<file path="src/rtl/pipe_stall_ctrl.sv">
// pipe_stall_ctrl
//   Stall and flush sequencer for the 5-stage pipeline with a one-way dcache.
//   It combines three sources of disruption, listed here from highest to
//   lowest priority:
//     - dcache miss stall
//     - load-use hazard between the ID and EX stages
//     - taken branch or jump resolved in ID
//   From these it drives the per-stage write enables, the ID/EX bubble select
//   and the IF/ID flush. It also holds:
//     - a run/idle state machine
//     - a watchdog for long miss stalls
//     - three performance counters
//
// Ports
//   clk_i, rst_i        clock and synchronous active-high reset
//   start_i             leave IDLE and start running
//   IDinst_i            instruction held in IF/ID
//   EXregRTaddr_i       rt address of the instruction in ID/EX
//   EXmemRead_i         the instruction in ID/EX is a load
//   branch_taken_i      branch or jump resolved taken in ID
//   dcache_stall_i      dcache miss in progress
//   pc_write_o          PC load enable
//   ifid_write_o        IF/ID write enable
//   ifid_flush_o        clear IF/ID on this edge
//   idex_bubble_o       select zero control into ID/EX
//   pipe_write_o        write enable for ID/EX, EX/MEM and MEM/WB
//   state_o             00 IDLE, 01 RUN, 10 MEM_STALL
//   timeout_o           sticky watchdog flag
//   stall_cnt_o         number of dcache stall cycles
//   loaduse_cnt_o       number of load-use bubbles inserted
//   flush_cnt_o         number of IF/ID flushes
//
// state     | meaning
// ----------+----------------------------------------------------
// IDLE      | pipeline frozen, waiting for start_i
// RUN       | normal operation
// MEM_STALL | frozen on a dcache miss; leaves when the miss ends

module pipe_stall_ctrl #(
    parameter int CNT_W   = 32,
    parameter int TIMEOUT = 1023
) (
    input  logic             clk_i,
    input  logic             rst_i,
    input  logic             start_i,
    input  logic [31:0]      IDinst_i,
    input  logic [4:0]       EXregRTaddr_i,
    input  logic             EXmemRead_i,
    input  logic             branch_taken_i,
    input  logic             dcache_stall_i,
    output logic             pc_write_o,
    output logic             ifid_write_o,
    output logic             ifid_flush_o,
    output logic             idex_bubble_o,
    output logic             pipe_write_o,
    output logic [1:0]       state_o,
    output logic             timeout_o,
    output logic [CNT_W-1:0] stall_cnt_o,
    output logic [CNT_W-1:0] loaduse_cnt_o,
    output logic [CNT_W-1:0] flush_cnt_o
);

    localparam int WD_W = $clog2(TIMEOUT + 1);

    typedef enum logic [1:0] {
        IDLE      = 2'b00,
        RUN       = 2'b01,
        MEM_STALL = 2'b10
    } state_t;

    state_t          state;
    logic [WD_W-1:0] wd_cnt;
    logic            active;
    logic            load_use;
    logic            stall_hit;
    logic            lu_hit;
    logic            br_hit;
    logic            unused_inst_bits;

    // Only the rs and rt fields of the ID instruction matter here.
    assign unused_inst_bits = ^{IDinst_i[31:26], IDinst_i[15:0]};

    assign active   = (state == RUN) || (state == MEM_STALL);
    assign load_use = EXmemRead_i && (EXregRTaddr_i != 5'd0) &&
                      ((IDinst_i[25:21] == EXregRTaddr_i) ||
                       (IDinst_i[20:16] == EXregRTaddr_i));

    // Priority decode. A branch that arrives together with a load-use is
    // dropped on purpose: ID is held, so the branch resolves again next cycle.
    assign stall_hit = active && dcache_stall_i;
    assign lu_hit    = active && !dcache_stall_i && load_use;
    assign br_hit    = active && !dcache_stall_i && !load_use && branch_taken_i;

    always_comb begin
        pc_write_o    = 1'b0;
        ifid_write_o  = 1'b0;
        ifid_flush_o  = 1'b0;
        idex_bubble_o = 1'b0;
        pipe_write_o  = 1'b0;
        if (active && !stall_hit) begin
            if (lu_hit) begin
                idex_bubble_o = 1'b1;
                pipe_write_o  = 1'b1;
            end else begin
                pc_write_o   = 1'b1;
                ifid_write_o = 1'b1;
                pipe_write_o = 1'b1;
                ifid_flush_o = br_hit;
            end
        end
    end

    assign state_o = state;

    always_ff @(posedge clk_i) begin
        if (rst_i) begin
            state         <= IDLE;
            wd_cnt        <= '0;
            timeout_o     <= 1'b0;
            stall_cnt_o   <= '0;
            loaduse_cnt_o <= '0;
            flush_cnt_o   <= '0;
        end else begin
            case (state)
                IDLE:          state <= start_i ? RUN : IDLE;
                RUN, MEM_STALL: state <= dcache_stall_i ? MEM_STALL : RUN;
                default:       state <= IDLE;
            endcase

            // The watchdog only reports. The stall itself is left in place.
            if (stall_hit) begin
                if (wd_cnt != WD_W'(TIMEOUT))
                    wd_cnt <= wd_cnt + WD_W'(1);
                if (wd_cnt >= WD_W'(TIMEOUT - 1))
                    timeout_o <= 1'b1;
            end else begin
                wd_cnt <= '0;
            end

            if (stall_hit) stall_cnt_o   <= stall_cnt_o   + CNT_W'(1);
            if (lu_hit)    loaduse_cnt_o <= loaduse_cnt_o + CNT_W'(1);
            if (br_hit)    flush_cnt_o   <= flush_cnt_o   + CNT_W'(1);
        end
    end

endmodule

</file>
<file path="config.mk">
export PLATFORM = sky130hd
export DESIGN_NAME = pipe_stall_ctrl
export DESIGN_NICKNAME = d
export VERILOG_FILES = /design/src/rtl/pipe_stall_ctrl.sv
export SDC_FILE = /design/constraint.sdc
export NUM_CORES = 1
export LEC_CHECK = 0
export CORE_ASPECT_RATIO = 2
export CORE_MARGIN = 2
export CORE_UTILIZATION = 50
export DETAILED_ROUTE_END_ITERATION = 8
export PLACE_DENSITY = 0.81
export SETUP_SLACK_MARGIN = 0.05
export SYNTH_ARGS = -nofsm -noshare
export SYNTH_HDL_FRONTEND = slang
export SYNTH_SLANG_ARGS = --single-unit
</file>
<file path="constraint.sdc">
create_clock -name clk_i -period 3.4 [get_ports clk_i]
set_clock_uncertainty 0.2 [all_clocks]
set_input_delay 0.51 -clock clk_i [delete_from_list [all_inputs] [get_ports clk_i]]
set_output_delay 0.51 -clock clk_i [all_outputs]
set_load 0.02 [all_outputs]
</file>
# Yosys cells after proc, flatten, opt, wreduce, memory -nomap -nowiden
# Index checks and enable logic that the tools add are counted.
dict set report word_totals {
  reg_bits 109
  latch_bits 0
  ramBits 0
  mem_bits_ro 0
  in_bits 43
  out_inout_bits 104
  word_cells 45
  memories 0
}
dict set report classes {
  add_sub_neg 4
  n_mul 0
  n_div 0
  n_lt_le_gt_ge 1
  eq_ne 5
  shift 0
  mux 10
  bitwise_logic 1
  n_reduce_logical 18
}
# operator count
set op_table {}
lappend op_table {{adder 32 x 1 -> 32 bit (second input constant)} 3}
lappend op_table {{adder 10 x 1 -> 10 bit (second input constant)} 1}
lappend op_table {{equality test 5 bit} 2}
lappend op_table {{>= comparator 10 bit (second input constant)} 1}
lappend op_table {{!= test 10 bit (second input constant)} 1}
lappend op_table {{logical AND 1 bit} 8}
lappend op_table {{two-way mux 1 bit} 8}
lappend op_table {{nonzero test 5 bit} 1}
lappend op_table {{case mux 2 bit (2 select lines)} 1}
lappend op_table {{OR reduction 2 bit} 2}
lappend op_table {{logical NOT 1 bit} 3}
lappend op_table {{equality test 2 x 1 -> 1 bit (second input constant)} 1}
lappend op_table {{equality test 2 bit (second input constant)} 1}
lappend op_table {{logical NOT 2 bit} 1}
lappend op_table {{logical OR 1 bit} 2}
lappend op_table {{two-way mux 2 bit} 1}
lappend op_table {{AND reduction 2 bit} 1}
lappend op_table {{NOT 1 bit} 1}

# Depth between registers and ports, before layout
# Gate-level depths: netlist of the first run.
dict set report logic_depth {
  depth_word 8
  mapped_depth 9
  mapped_depth_nobuf 8
}

# Worst setup path before layout of the first run
# OpenSTA, ideal clock, no wires.
dict set report synth_path {
  path_kind {input to output}
  from {input EXregRTaddr_i[1]}
  to {output pc_write_o}
  t_arrival_ns 2.254
  required_ns 2.690
  setup_slack_ns 0.436
  cell_stages 6
  path_buffers 3
  cell_sequence {or4_1 > o21a_1 > buf_2 > clkbuf_1 > a21oi_1 > buf_4}
}
dict set report synth_between {
  elab_chain_len 6
  elab_cells_between_ends 9
  classes_between {2 x eq/ne; 2 x mux; 5 x reduce/logical}
}
# element line
set synth_lines {}
lappend synth_lines {{start, declared} 47} ;# input logic [4:0] EXregRTaddr_i,
lappend synth_lines {{equality test 5 bit, or another cell as far along} 85} ;# ((IDinst_i[25:21] == EXregRTaddr_i) ||
lappend synth_lines {{logical OR 1 bit or logical AND 1 bit (tied branches)} {85, 84}}
lappend synth_lines {{logical AND 1 bit *} 84} ;# assign load_use = EXmemRead_i && (EXregRTaddr_i != 5'd0) &&
lappend synth_lines {{logical AND 1 bit *} 91} ;# assign lu_hit = active && !dcache_stall_i && load_use;
lappend synth_lines {{two-way mux 1 bit * (2 in a row)} -}
lappend synth_lines {{end, declared} 51} ;# output logic pc_write_o,
# Every way passes the cells marked *; elsewhere a longest branch is shown, timed or not.

# Worst setup path after layout of the first run
dict set report layout_path {
  from {input EXregRTaddr_i[1]}
  to {output ifid_flush_o}
}
dict set report layout_between {
  elab_chain_len 8
  elab_cells_between_ends 12
  classes_between {2 x eq/ne; 2 x mux; 8 x reduce/logical}
}
# element line
set layout_lines {}
lappend layout_lines {{equality test 5 bit, or another cell as far along} 85}
lappend layout_lines {{logical OR 1 bit or logical AND 1 bit (tied branches)} {85, 84}}
lappend layout_lines {{logical AND 1 bit *} 84}
lappend layout_lines {{logical NOT 1 bit} 92} ;# assign br_hit = active && !dcache_stall_i && !load_use && branch_taken_i;
lappend layout_lines {{logical AND 1 bit (2 in a row)} 92}
lappend layout_lines {{two-way mux 1 bit *} 101} ;# if (lu_hit) begin
lappend layout_lines {{two-way mux 1 bit *} 100} ;# if (active && !stall_hit) begin
lappend layout_lines {{end, declared} 53} ;# output logic ifid_flush_o,
# Marks and branches as above.

==> results of run 1 <==
[cells in the final DEF, fill, tap and decap left out, types with 12 or more instances in the layout]
cell and instances:
a211oi_1 12, a21oi_1 25, and3_1 12, buf_4 25, clkdlybuf4s50_1 119, dfxtp_1 109
mux2_2 59, nand2_1 39, nand3_1 35, nand4_1 32, nor2_1 105, nor2b_1 57
nor3_1 25, nor4_1 23, xnor2_1 29
[cells by family (layout without fill, tap and decap cells)]
family	after synthesis	after routing	share of synthesized area, %
AO/OA/AOI/OAI	66	66	7.27
adder cells (fa/ha/maj)	7	7	1.49
buffers and inverters	55	176	3.72
XOR/XNOR	40	40	5.95
flip-flops	109	109	37.1
AND/OR/NAND/NOR	369	369	33.0
multiplexers	60	60	11.5
[cell type report]
cell class,count,area [um2]
fillers,996,4010
multi-input cells,542,3490
flip-flops and latches,109,2180
repair buffers,149,1430
clock buffers,10,239
well taps,145,181
clock inverters,6,51.3
inverters,11,41.3
[worst min path at each step]
stage | startpoint | slack, ps | end | cells after the start
3_5_place_dp | timeout_o | 280 | timeout_o | 2
2_1_floorplan | wd_cnt[2] | 260 | wd_cnt[2] | 1
4_1_cts | timeout_o | 290 | timeout_o | 2
5_1_grt | stall_cnt_o[31] | 320 | stall_cnt_o[31] | 2
6_report | timeout_o | 290 | timeout_o | 2
3_3_place_gp | timeout_o | 260 | timeout_o | 2
[worst max-delay path, stage by stage]
cell and delay, ps:
clkdlybuf4s50_1 430, or4_1 580, o21a_1 260, a21oi_1 140, buf_4 160, dlygate4sd2_1 340
[stage by stage]
step                power, mW  cell area [um2]
finish                   2.53             7620
global route             2.62             7620
CTS                      2.54             7620
detailed placement       1.52             7330
global placement         1.51             7330
floorplan                1.43             5880
[sequential cells by signal, indices dropped and copies added, names as in the netlist]
register / cells
stall_cnt_o: 32
loaduse_cnt_o: 32
timeout_o: 1
flush_cnt_o: 32
wd_cnt: 10
state_o: 2
[routing by layer]
metal / part of all wire (%) / up-vias / GRT usage (%) / wire, um
li1: - / 2736 / - / -
met1: 36 / 2712 / 25.9 / 5920
met2: 54 / 209 / 47.1 / 8920
met3: 4.8 / 57 / 4.01 / 805
met4: 5.9 / 0 / 19.1 / 978
met5: 0 / - / 0 / 0
[report_power, final]
group,internal [mW],switching [mW]
clock network,0.530,0.505
registers,1.28,0.00631
logic,0.0799,0.125
==> impl_metrics.json, run 1 <==
{
  "status": "completed",
  "syn2layout_area_growth_pct": 29.5,
  "finalSetupViolations": 0,
  "hold_slack_ps": 291,
  "post_cts_resized": 4,
  "critPathMaxFanout": 4,
  "cts_tree": "yes",
  "maxCapViolCount": 0,
  "min_period_over_period_pct": 92.4,
  "synth_area_um2": 5880,
  "worstPathArrival_ps": 2430,
  "hold_path.class": "register to register",
  "max-slew-margin-rel_pct": 50.5,
  "syn_nets": 756,
  "ys_types": 46,
  "worstSetupStartpoint": "EXregRTaddr_i[1]",
  "cts.sink_count": 109,
  "synth-main-ff-cell": "dfxtp_1",
  "cp-endpoint": "ifid_flush_o",
  "ys_ff_latch": 109,
  "totalWireLength_um": 16600,
  "syn_inst": 706,
  "period_minus_slack_ps": 3140,
  "setup_slack_ps": 260,
  "peakVddDrop_v": 0.000319,
  "fmax_mhz": 318,
  "drt_first_pass_iters": 5,
  "hold_violations": 0,
  "io_pins": 147,
  "drive_above_1_share_pct": 12.9,
  "yosysSeqAreaShare_pct": 37.1,
  "rsz0062_at_grt": "no",
  "synthArstFlopShare_pct": 0,
  "cts_hold_buf": 0,
  "required_ps": 2690,
  "antenna_found_initial": 0,
  "slew_violations": 0,
  "yosysWarnings": 0,
  "grt_remaining_overflow": 0,
  "synth_most_common_cell": "dfxtp_1",
  "synth_edf_count": 0,
  "worst_pin_slew_ps": 735,
  "fin_tns_setup_ps": 0,
  "grt_pass1_wl_um": 26100,
  "cts_buffers": 9,
  "cts.clk_slew.worst_paths_ps": 80,
  "clock_latency_ps": 350,
  "start_util_pct": 50.6,
  "nets": 872,
  "cts_setup_buffers": 0,
  "fin_cells": 972,
  "gp_congestion": 0.934,
  "drc": 0,
  "critPathLaunchType": "input pin",
  "vias_per_cell": 5.88,
  "vias": 5714,
  "power.density_nw_per_um2": 332,
  "n_antenna_cell": 0,
  "io_buffers": 124,
  "drt_iter0_drc": 288,
  "grt_pass1_vias": 5627,
  "clockBufferDepth": 2,
  "grt_max_degree": 88,
  "dpl.cell_count": 956,
  "ff2ff_path_depth": 9,
  "r2r_start": "state_o[1]",
  "yosysTopAreaCellShare_pct": 37.1,
  "dpl.hpwl_um": 12200,
  "rows": 56,
  "postSynthAreaPerCell_um2": 8.33,
  "p_leak_nw": 2.69,
  "r2r-end": "loaduse_cnt_o[14]",
  "cts_max_level": 3,
  "post-place-ws_ps": 5.98,
  "core_region_area_um2": 11600,
  "fin_util_pct": 65.5,
  "track_usage_pct": 26.0,
  "die_area_um2": 12700,
  "yosysTopAreaCell": "dfxtp_1",
  "routedWlPerCell_um": 17.1,
  "reg2reg_setup_slack_ps": 590,
  "yosys-top-cells-area": "dfxtp_1, mux2_2, nor2_1",
  "root_buffer": "clkbuf_16",
  "end_kind": "output port",
  "dieWidth_um": 80.7,
  "setup.worst_path.class": "input pin to output port",
  "fp.dieH_um": 157,
  "synthTopCellsByCount": "dfxtp_1, nor2_1, mux2_2",
  "postRouteAntennaNets": 0
}
No activity file was read; power rests on OpenSTA's default activity.
==> inputs of run 2 (changes only) <==
--- a/config.mk
+++ b/config.mk
@@ -6,7 +6,7 @@
 export NUM_CORES = 1
 export LEC_CHECK = 0
 export CORE_ASPECT_RATIO = 2
-export CORE_MARGIN = 2
+export CORE_MARGIN = 1.5
 export CORE_UTILIZATION = 50
 export DETAILED_ROUTE_END_ITERATION = 8
 export PLACE_DENSITY = 0.81
==> run 2 against run 1 <==
Effect of this change: clock power rose by 6%; via count fell by 0.84%; cell count shrank 0.62%; setup slack worse by 27 ps; sequential share of layout area barely moved; highest routed layer unchanged; flip-flop and latch count unchanged; critical path type is now register to output port; largest power group unchanged; design area about the same; largest cell class unchanged; utilization is 1.2 points higher.
==> impl_metrics.json, run 2 (synthesis results as in run 1) <==
{
  "status": "completed",
  "fmax_mhz": 316,
  "reg2reg_setup_slack_ps": 510,
  "fillers": 978,
  "max-slew-margin-rel_pct": 50.0,
  "worst_hold_path.endpoint": "stall_cnt_o[31]",
  "fin_util_pct": 66.7,
  "final_common_cell": "clkdlybuf4s50_1",
  "worst_pin_slew_ps": 744,
  "layout_common_cells": "clkdlybuf4s50_1, dfxtp_1, nor2_1",
  "vias_per_cell": 5.87,
  "track_usage_pct": 26.8,
  "critPathMaxFanout": 7,
  "setup.worst_path.class": "register to output port",
  "drc": 0,
  "p_leak_nw": 2.72,
  "min_period_over_period_pct": 93.1,
  "finalSetupViolations": 0,
  "nets": 869,
  "hold_violations": 0,
  "required_ps": 2690,
  "hold_path.class": "register to register",
  "io_pins": 147,
  "drt_iter0_drc": 276,
  "period_minus_slack_ps": 3170,
  "cts_max_level": 3,
  "hp-start": "stall_cnt_o[31]",
  "slew_violations": 0,
  "fp.dieH_um": 156,
  "grt_max_degree": 88,
  "placed_cell_area_um2": 7310,
  "clockBufferDepth": 2,
  "drive_above_1_share_pct": 12.6,
  "r2r_start": "state_o[1]",
  "start_util_pct": 51.5,
  "io_buffers": 124,
  "ff2ff_path_depth": 8,
  "hold_path_depth": 2,
  "n_antenna_cell": 0,
  "grt_pass1_vias": 5627,
  "totalWireLength_um": 16300,
  "power.density_nw_per_um2": 340,
  "fin_cells": 966,
  "critPathLaunchType": "register",
  "die_area_um2": 12500,
  "fin_tns_setup_ps": 0,
  "cts_tree": "yes",
  "worstPathArrival_ps": 2460,
  "antenna_found_initial": 0,
  "rsz0062_at_grt": "no",
  "cts.sink_count": 109,
  "cts.clk_slew.worst_paths_ps": 80,
  "grt_remaining_overflow": 0,
  "rows": 55,
  "r2r-end": "loaduse_cnt_o[14]",
  "routedWlPerCell_um": 16.9,
  "dpl.cell_count": 950,
  "vias": 5666,
  "cts_buffers": 9,
  "grt_pass1_wl_um": 26200,
  "root_buffer": "clkbuf_16",
  "postRouteAntennaNets": 0,
  "clock_latency_ps": 350,
  "end_kind": "output port",
  "cts_setup_buffers": 0,
  "finalInstanceArea_um2": 7620,
  "core_region_area_um2": 11400,
  "drt_first_pass_iters": 5,
  "peakVddDrop_v": 0.000302,
  "dpl.hpwl_um": 12000,
  "maxCapViolCount": 0,
  "top_regs": "flush_cnt_o (32), loaduse_cnt_o (32), stall_cnt_o (32)",
  "hold_slack_ps": 291,
  "syn2layout_area_growth_pct": 29.6,
  "gp_congestion": 0.916,
  "dieWidth_um": 79.7
}
## run 2: cell types whose count changed in the layout (fill, tap and decap cells not counted)
cell | previous run | this run
dlygate4sd2_1 | 4 | 2
clkbuf_8 | 1 | 0
clkinvlp_4 | 1 | 0
buf_4 | 25 | 22
dlymetal6s2s_1 | 0 | 2
clkinv_8 | 0 | 1
bufinv_16 | 0 | 1
## run 2: metal layers
layer	part of all wire [%]	up-vias	track usage (%)	wire [um]
met3	3.9	67	4.08	636
met4	6.5	0	18.8	1050
li1	-	2731	-	-
met1	35	2678	25.2	5680
met5	0	-	0	0
met2	55	190	50.5	8930
## run 2: repair_timing
action,4_1_cts,5_1_grt
resized for setup,2,2
endpoints found under the setup margin,2,2
hold buffers,0,0
pin swaps,0,0
## run 2: report_power, final
group	internal, mW	switching, mW	leakage, nW
Clock	0.590	0.514	0.154
Combinational	0.0768	0.124	1.69
Sequential	1.28	0.00655	0.878
## run 2: how the worst max path moves through the flow
| stage | start | cells after the start | endpoint | slack [ps] |
|---|---|---|---|---|
| after floorplan | EXregRTaddr_i[1] | 6 | pc_write_o | 440 |
| after global placement | EXregRTaddr_i[1] | 6 | ifid_write_o | 10 |
| after detailed placement | EXregRTaddr_i[1] | 6 | pc_write_o | 9 |
| after CTS | EXregRTaddr_i[1] | 5 | ifid_flush_o | 60 |
| after global routing | state_o[0] | 5 | pipe_write_o | 140 |
| final | state_o[1] | 5 | pipe_write_o | 230 |
## run 2: per-stage QoR
step	worst slack (ps)	total power [mW]
detailed placement	9.37	1.52
floorplan	436	1.43
CTS	62.8	2.62
global placement	14.2	1.51
finish	234	2.59
global route	143	2.67
## run 2: worst max-delay path: stages (launching register included)
cell	delay [ps]
dfxtp_1	370
inv_1	60
ha_1	300
or2b_1	360
inv_1	330
clkdlybuf4s50_1	680
## run 2: final cells by class
type / instances / area (um2) / area share [%]
Clock buffer: 9 / 225 / 2.95
Clock inverter: 7 / 90.1 / 1.18
Inverter: 11 / 41.3 / 0.542
Multi-Input combinational cell: 542 / 3490 / 45.8
Sequential cell: 109 / 2180 / 28.6
Tap cell: 142 / 178 / 2.33
Timing Repair Buffer: 146 / 1420 / 18.6
==> inputs of run 3 (changes only) <==
--- a/config.mk
+++ b/config.mk
@@ -8,6 +8,7 @@
 export CORE_ASPECT_RATIO = 2
 export CORE_MARGIN = 1.5
 export CORE_UTILIZATION = 50
+export CTS_CLUSTER_SIZE = 14
 export DETAILED_ROUTE_END_ITERATION = 8
 export PLACE_DENSITY = 0.81
 export SETUP_SLACK_MARGIN = 0.05
==> results of run 3 <==
No change in the layout: final DEF, timing and power equal those of run 2.
